$ cat config.mk
export PLATFORM = sky130hd
export DESIGN_NAME = predictor_update_queue
export DESIGN_NICKNAME = d
export VERILOG_FILES = /design/src/rtl/predictor_update_queue.sv
export SDC_FILE = /design/constraint.sdc
export NUM_CORES = 2
export LEC_CHECK = 0
export CORE_ASPECT_RATIO = 0.8
export CORE_MARGIN = 2
export CORE_UTILIZATION = 45
export DETAILED_ROUTE_END_ITERATION = 10
export SETUP_SLACK_MARGIN = 0.2
export SYNTH_ARGS = -nofsm -noshare
export SYNTH_HDL_FRONTEND = slang
export SYNTH_SLANG_ARGS = --single-unit
$ cat constraint.sdc
create_clock -name clk -period 7.4 [get_ports clk]
set_clock_uncertainty 0.15 [all_clocks]
set_input_delay 1.85 -clock clk [delete_from_list [all_inputs] [get_ports clk]]
set_output_delay 1.85 -clock clk [all_outputs]
set_load 0.03 [all_outputs]
$ cat src/rtl/predictor_update_queue.sv
// Predictor update queue: buffers table writes until the table write port is free,
// merging repeat updates to the youngest index and forwarding queued values to lookups.
module predictor_update_queue #(
  parameter int ENTRY_NUM     = 32,
  parameter int ADDR_WIDTH    = 10,
  parameter int DATA_WIDTH    = 2,
  parameter int PUSH_PORT_NUM = 2,
  parameter int COALESCE      = 1
) (
  input  logic                                clk,
  input  logic                                rst,
  input  logic [PUSH_PORT_NUM-1:0]            pushValid,
  input  logic [PUSH_PORT_NUM*ADDR_WIDTH-1:0] pushAddr,
  input  logic [PUSH_PORT_NUM*DATA_WIDTH-1:0] pushData,
  output logic                                full,
  input  logic                                drainEnable,
  output logic                                drainValid,
  output logic [ADDR_WIDTH-1:0]               drainAddr,
  output logic [DATA_WIDTH-1:0]               drainData,
  input  logic [ADDR_WIDTH-1:0]               lookupAddr,
  output logic                                lookupHit,
  output logic [DATA_WIDTH-1:0]               lookupData,
  output logic [$clog2(ENTRY_NUM+1)-1:0]      count,
  output logic                                overflow
);

  localparam int PTR_W = $clog2(ENTRY_NUM);
  localparam int CNT_W = $clog2(ENTRY_NUM + 1);
  localparam int SPC_W = CNT_W + 1;

  logic [ADDR_WIDTH-1:0] addrMem [ENTRY_NUM];
  logic [DATA_WIDTH-1:0] dataMem [ENTRY_NUM];
  logic [ENTRY_NUM-1:0]  validBits;
  logic [PTR_W-1:0]      head;
  logic [PTR_W-1:0]      tail;

  // Ports widened to two lanes so a single-port build needs no special casing.
  logic [1:0]            pValid;
  logic [ADDR_WIDTH-1:0] pAddr [2];
  logic [DATA_WIDTH-1:0] pData [2];

  logic                  pop;
  logic [PTR_W-1:0]      youngIdx;
  logic                  youngMergeable;
  logic [SPC_W-1:0]      space;
  logic                  merge0;
  logic                  alloc0;
  logic                  drop0;
  logic                  merge1;
  logic                  alloc1;
  logic                  drop1;
  logic [PTR_W-1:0]      slot1;
  logic [PTR_W-1:0]      merge1Idx;
  logic [PTR_W-1:0]      probeIdx;

  // NOTE: every signal driven in always_comb gets a default first, so no path can infer a latch.
  always_comb begin
    pValid   = '0;
    pAddr[0] = '0;
    pAddr[1] = '0;
    pData[0] = '0;
    pData[1] = '0;
    for (int p = 0; p < PUSH_PORT_NUM; p++) begin
      pValid[p] = pushValid[p];
      pAddr[p]  = pushAddr[p*ADDR_WIDTH +: ADDR_WIDTH];
      pData[p]  = pushData[p*DATA_WIDTH +: DATA_WIDTH];
    end
  end

  assign drainValid = (count != '0);
  assign drainAddr  = addrMem[head];
  assign drainData  = dataMem[head];
  assign full       = (CNT_W'(ENTRY_NUM) - count) < CNT_W'(PUSH_PORT_NUM);
  assign pop        = drainValid && drainEnable;

  // The youngest entry can absorb a push unless it is also the head leaving this cycle.
  assign youngIdx       = tail - PTR_W'(1);
  assign youngMergeable = (COALESCE != 0) && drainValid && !(pop && count == CNT_W'(1));

  // Free slots this cycle, counting the slot released by a same-cycle pop.
  assign space = SPC_W'(ENTRY_NUM) - SPC_W'(count) + SPC_W'(pop);

  always_comb begin
    merge0 = pValid[0] && youngMergeable && (addrMem[youngIdx] == pAddr[0]);
    alloc0 = pValid[0] && !merge0 && (space != '0);
    drop0  = pValid[0] && !merge0 && !alloc0;

    // Port 1 sees port 0's new entry as the youngest whenever port 0 allocated.
    merge1 = 1'b0;
    if (pValid[1] && COALESCE != 0) begin
      if (alloc0) merge1 = (pAddr[1] == pAddr[0]);
      else        merge1 = youngMergeable && (addrMem[youngIdx] == pAddr[1]);
    end
    alloc1 = pValid[1] && !merge1 && (space > SPC_W'(alloc0));
    drop1  = pValid[1] && !merge1 && !alloc1;

    slot1     = tail + PTR_W'(alloc0);
    merge1Idx = alloc0 ? tail : youngIdx;
  end

  // NOTE: payload storage has no reset; the valid bits and count alone decide what is live.
  always_ff @(posedge clk) begin
    if (merge0) dataMem[youngIdx] <= pData[0];
    if (alloc0) begin
      addrMem[tail] <= pAddr[0];
      dataMem[tail] <= pData[0];
    end
    // NOTE: several non-blocking writes may hit one slot; the last in program order wins,
    // which gives port 1 priority over port 0 on a merged pair.
    if (merge1) dataMem[merge1Idx] <= pData[1];
    if (alloc1) begin
      addrMem[slot1] <= pAddr[1];
      dataMem[slot1] <= pData[1];
    end
  end

  always_ff @(posedge clk or posedge rst) begin
    if (rst) begin
      head      <= '0;
      tail      <= '0;
      count     <= '0;
      validBits <= '0;
      overflow  <= 1'b0;
    end else begin
      // Clear before set: a full queue can pop and refill the same slot in one cycle.
      if (pop)    validBits[head]  <= 1'b0;
      if (alloc0) validBits[tail]  <= 1'b1;
      if (alloc1) validBits[slot1] <= 1'b1;
      head  <= head + PTR_W'(pop);
      tail  <= tail + PTR_W'(alloc0) + PTR_W'(alloc1);
      count <= count + CNT_W'(alloc0) + CNT_W'(alloc1) - CNT_W'(pop);
      if (drop0 || drop1) overflow <= 1'b1;
    end
  end

  // Walk from head toward tail so a later match overrides an older one.
  always_comb begin
    lookupHit  = 1'b0;
    lookupData = '0;
    probeIdx   = head;
    for (int i = 0; i < ENTRY_NUM; i++) begin
      probeIdx = head + PTR_W'(i);
      if (validBits[probeIdx] && addrMem[probeIdx] == lookupAddr) begin
        lookupHit  = 1'b1;
        lookupData = dataMem[probeIdx];
      end
    end
  end

endmodule

# --- Word level (Yosys, flattened, before mapping) ---
# Memories as Yosys holds them, arrays and structs flattened.
# Cells that the tools add are included.
totals:
  register_bits: 49
  latchBits: 0
  ramBits: 384
  rom_bits: 0
  out_inout_bits: 24
  wordCells: 338
  mem_count: 2
memory_table:
  columns: ["name", "words", "word_bits", "read_ports", "rd_clocked_by_memory_dff", "wr", "line_no", "text"]
  rows:
  - ["addrMem", 32, 10, 33, 0, 2, "31", "logic [ADDR_WIDTH-1:0] addrMem [ENTRY_NUM];"]
  - ["dataMem", 32, 2, 32, 0, 2, "32", "logic [DATA_WIDTH-1:0] dataMem [ENTRY_NUM];"]
op_classes:
  add_sub_neg: 41
  n_mul: 0
  n_div: 0
  order_cmp: 39
  n_eq_ne: 36
  n_shift: 0
  mux: 154
  bitwise_logic: 4
  reduce_logical: 57
ops:
  columns: ["cell", "count"]
  rows:
  - ["$eq 10x10->1", 35]
  - ["$lt 5x6->1 const B", 34]
  - ["$bmux 1 s5", 32]
  - ["$mux 32", 3]
  - ["$add 5x5->5 const B", 16]
  - ["$mux 1", 79]
  - ["$mux 2", 34]
  - ["$or 32x32->32", 2]
  - ["$logic_and 1x1->1", 47]
  - ["$add 5x4->5 const B", 8]
  - ["$and 32x32->32", 1]
  - ["$not 32->32", 1]
  - ["$add 5x3->5 const B", 4]
  - ["$add 5x1->5", 3]
  - ["$demux 1 s5", 3]
  - ["$ge 5x1->1 const B", 3]
  - ["$mux 5", 3]
  - ["$add 6x1->6", 2]
  - ["$add 5x2->5 const B", 2]
  - ["$add 7x1->7", 1]
  - ["$gt 7x1->1", 1]
  - ["$reduce_bool 7->1", 1]
  - ["$sub 6x6->7 const A", 1]
  - ["$eq 6x1->1 const B", 1]
  - ["other kinds (9)", 14]

# --- Longest topological paths before layout ---
logic_depth:
  ltp_word: 35
  mapped_depth: 34

# --- Least setup slack after synthesis ---
# No wires, ideal clock.
synth_path:
  path_kind: "register -> output"
  startpoint: "register head[1]"
  endpoint: "output port lookupData[0]"
  arrival_time_ns: 6.326
  t_required_ns: 5.400
  slack_ns: -0.926
  stages_incl_launch_ff: 25
  n_path_buf: 11
  cell_sequence: "dfrtp_1 > buf_2 > buf_2 > inv_1 > buf_4 > buf_2 > buf_2 > clkbuf_1 > ha_1 > buf_2 > buf_4 > buf_4 > buf_2 > buf_1 > mux4_2 > mux4_2 > mux2i_1 > xnor2_1 > nand3_1 > a2111oi_0 > o21a_1 > a211oi_1 > a2111oi_0 > o211ai_1 > a21boi_1"
synth_via:
  elab_chain_len: 35
  elab_cells_between_ends: 193
  classes_between: "31 x add/sub; 32 x eq/ne; 96 x mux; 32 x reduce/logical; 2 x memory"
synth_rtl:
  columns: ["element", "line_no", "text"]
  rows:
  - ["from (decl)", "34", "logic [PTR_W-1:0] head;"]
  - ["from (signal assigned)", "129", "head <= head + PTR_W'(pop);"]
  - ["$add 5x1->5 (tied with other cells)", "142", "probeIdx = head + PTR_W'(i);"]
  - ["$mem_v2 32x10 (tied with other cells)", null, null]
  - ["$eq 10x10->1 (tied with other cells)", "143", "if (validBits[probeIdx] && addrMem[probeIdx] == lookupAddr) begin"]
  - ["$logic_and 1x1->1 or $mux 2 (tied branches)", "143", null]
  - ["$mux 2 (30 in a row)", "143", null]
  - ["$mux 2 *", "143", null]
  - ["to (decl)", "22", "output logic [DATA_WIDTH-1:0] lookupData,"]
# Mark *: on every way between the ends. The rest lies on a longest branch, timed or not. The select of a mux whose other input is x is not followed.

# --- Final worst setup path ---
layout_path:
  startpoint: "register head[1]"
  endpoint: "output port lookupData[1]"
# The elaborated chain is that of the path after synthesis.

==> results.md <==
* GRT overflow at 0
* Synth Cell Area at 61,000 um2
* Area Growth Syn to Fin at 15.9%
* Antenna viol nets, final at 0
* Die Ht at 333 um
* Via count at 57,000
* Area of the core at 134,000 um2
* Hold/Removal Path Class: flop to flop
* Tightest Pin Transition at 1290 ps
* Vias per inst at 7.81
* Nature of the critical path startpoint: flop
* Iteration-0 DRC Markers at 10,600
* CP Class: flop to output port
* Status: complete, but fails checks
* Initial antenna violation count at 7
* Register area share after synthesis at 20.9%
* CP bufs+invs at 5
* Syn_area_per_cell at 11.7 um2
* WP data arrival at 5760 ps
* Setup WS pre-CTS at -274 ps
* DRC at 0
* Share of layout cells above drive strength 1 at 42.4%
* Final hold viol count at 0
* Fmax at 129 MHz
* Max stage delay on crit path at 690 ps
* Main flop type after synthesis: edfxtp_1
* Final Net Count at 5,570
* # rows at 120
* Total Wirelength at 328,000 um
* Global Route Usage Sum at 46.4%
* Ys Warns at 0
* Final Max Tran Viols at 0
* Final-report setup violation count at 2
* Tmin final at 7760 ps
* CTS Buf Count at 49
* Setup ws final at -363 ps
* Crit Path Max Fanout at 7
* Count of cell types in the netlist at 114
* Maxcap violations at 0
* CP Capture Type: output port
* Unrepaired setup endpoints after global routing: true
* Clock sink total at 433
* Post-Synthesis Cells at 5,224
* Hold buffers post-CTS at 0
* Vias in the first global route at 52,700
* CTS tree: yes
* Critical-path top delay cell: mux4_2
* Full die area at 139,000 um2
* Clock transition at the registers of the reported paths at 60 ps
* Critical-path cell list: clkinv_4, ha_4, buf_12, buf_8, buf_16, mux4_2, mux4_2, mux2i_2, xnor2_2, or3_4, nor4_4, mux2_4, a21oi_4, nor3_2, o31ai_1, o21a_1, a21oi_4, buf_6
* Worst path required time at 5400 ps
* Synth Register Bits at 433
* PortBufs at 62
* Number of synthesized flops with an enable pin at 384
* Worst-skew pair later-pin latency at 670 ps
* Period utilisation layout at 105%
* Die Wd at 416 um
* Ports at 63
* CTS Buffer Depth at 3
* First-pass detailed-route iteration total at 8
* Detailed placement HPWL at 257,000 um
* Failing checks: negative setup slack
* CP delay by family, top: multiplexers
* Synthesized Nets at 5,309
* Gpl congestion at 1.13
* Htree depth at 2
* Per-cell routed wire length at 45.0 um
* Root Driver: clkbuf_16
* Largest net degree at the start of global routing at 77
* Slew HR at 13.9%
* First-pass GRT wire length at 445,000 um
* Starting Density at 45.5%
* Ys async rst share at 11.3%
## cells in the final DEF, fill, tap and decap left out, types with 26 or more instances in the layout
cell and n:
mux4_2 938, buf_4 581, nand2_1 492, mux2i_1 469, mux2_2 407, edfxtp_1 384, xnor2_1 307, nand3_1 261
nor2_1 180, o21ai_0 98, a21oi_1 94, buf_12 82, nand4_1 74, xor2_1 51, clkbuf_16 51, clkdlybuf4s50_1 51
nor3_1 44, dfrtp_1 43, inv_1 41, ha_1 39, o22ai_1 37, xnor2_2 36, o21bai_1 33, a21o_1 33
and3_1 31, o211ai_1 31, nand2b_1 26, nor4_1 26
## metal layers
| metal | GRT usage (%) | up-vias | wire length (um) |
|---|---|---|---|
| met5 | 1.49 | - | 281 |
| met4 | 27.4 | 8 | 25500 |
| met3 | 21.7 | 1057 | 56900 |
| met2 | 62.3 | 5538 | 129000 |
| met1 | 60.5 | 28800 | 117000 |
| li1 | - | 21600 | - |
## cell families after synthesis
logic type      Yosys count  share of synthesized area [%]
mux                    1851                           50.6
simple gates           1314                           10.5
buf+inv                 612                           4.93
compound gates          559                           6.23
flops                   433                           20.9
xor+xnor                409                           5.93
fa+ha+maj                46                          0.967
## synth_stat cells (23+ instances only)
cell type | number | share of area [%]
nor2_1 | 185 | 1.1
o22ai_1 | 38 | 0.39
mux2i_1 | 491 | 8.1
nor4_1 | 36 | 0.37
mux2_2 | 408 | 7.5
dfrtp_1 | 49 | 2.0
and3_1 | 31 | 0.32
nand2b_1 | 26 | 0.27
xor2_1 | 57 | 0.82
edfxtp_1 | 384 | 19
nand3_1 | 262 | 2.1
a21o_1 | 33 | 0.41
nand2_1 | 493 | 3.0
xnor2_1 | 347 | 5.0
buf_2 | 151 | 1.2
mux4_2 | 938 | 35
buf_4 | 69 | 0.85
o211ai_1 | 31 | 0.38
buf_1 | 71 | 0.44
o21bai_1 | 33 | 0.41
a22oi_1 | 23 | 0.28
a21oi_1 | 100 | 0.82
ha_1 | 44 | 0.90
inv_1 | 45 | 0.28
o21ai_0 | 105 | 0.86
buf_6 | 33 | 0.61
a31oi_1 | 29 | 0.30
nor3_1 | 51 | 0.42
clkbuf_1 | 226 | 1.4
nand4_1 | 74 | 0.76
## area by class of cell
| class | count | area [um2] |
|---|---|---|
| fill | 11800 | 63500 |
| multi-input combinational | 4180 | 46400 |
| sequential | 433 | 12800 |
| timing repair buffer | 764 | 7530 |
| tap | 1769 | 2210 |
| clock buffer | 63 | 1330 |
| inverter | 57 | 230 |
| clock inverter | 25 | 209 |
| antenna | 4 | 10.0 |
## worst register-to-register path: stages, from the launching register on
cell      delay, ps
dfrtp_4         580
inv_1           310
ha_4            300
buf_4           280
nand2b_1        150
a211oi_2         80
buf_4           240
or3_2           670
nand3_1         180
nand4_1         420
xnor2_1         360
nor3_2           60
buf_4           240
a21oi_4         400
ha_1            260
ha_1            180
nand3_1         130
xnor2_1         250
buf_4           240
nor3_2          340
nand3_1         350
nand2_1         170
buf_4           380
## what timing repair did
action,in CTS,in global routing
gates resized for setup,155,29
setup endpoints to repair,3,69
setup buffers,68,12
pin swaps,29,10
gates cloned,14,1
## final timing paths
kind | slack (ps) | startpoint | end | cells after the start
max in group asynchronous | 4980 | rst | tail[0] | 3
hold / removal | 340 | overflow | overflow | 2
min in group asynchronous | 1530 | rst | count[0] | 3
setup / recovery | -360 | head[1] | lookupData[1] | 18
setup reg to reg | 290 | tail[0] | addrMem[4][7] | 22
hold reg to reg | 340 | overflow | overflow | 2
## per-stage QoR
stage / util (%) / std cells / hold slack, ps / setup TNS (ps) / cell area, um2
2_1_floorplan: - / 5224 / 345 / 0 / 61300
3_3_place_gp: 50.0 / 7108 / 323 / -330 / 67100
3_5_place_dp: 50.0 / 7108 / 325 / -274 / 67100
4_1_cts: 52.5 / 7278 / 344 / -273 / 70400
5_1_grt: 52.7 / 7291 / 374 / -835 / 70700
6_report: 52.7 / 7295 / 341 / -723 / 70700
## registers in the layout, indices dropped and copies added, names as in the netlist
name	flops
addrMem	320
dataMem	64
validBits	32
count	6
head	5
tail	5
overflow	1
Power is left out: the tool's default activity adds up to more than one toggle a clock period on the data nets, which glitch-free logic cannot reach.
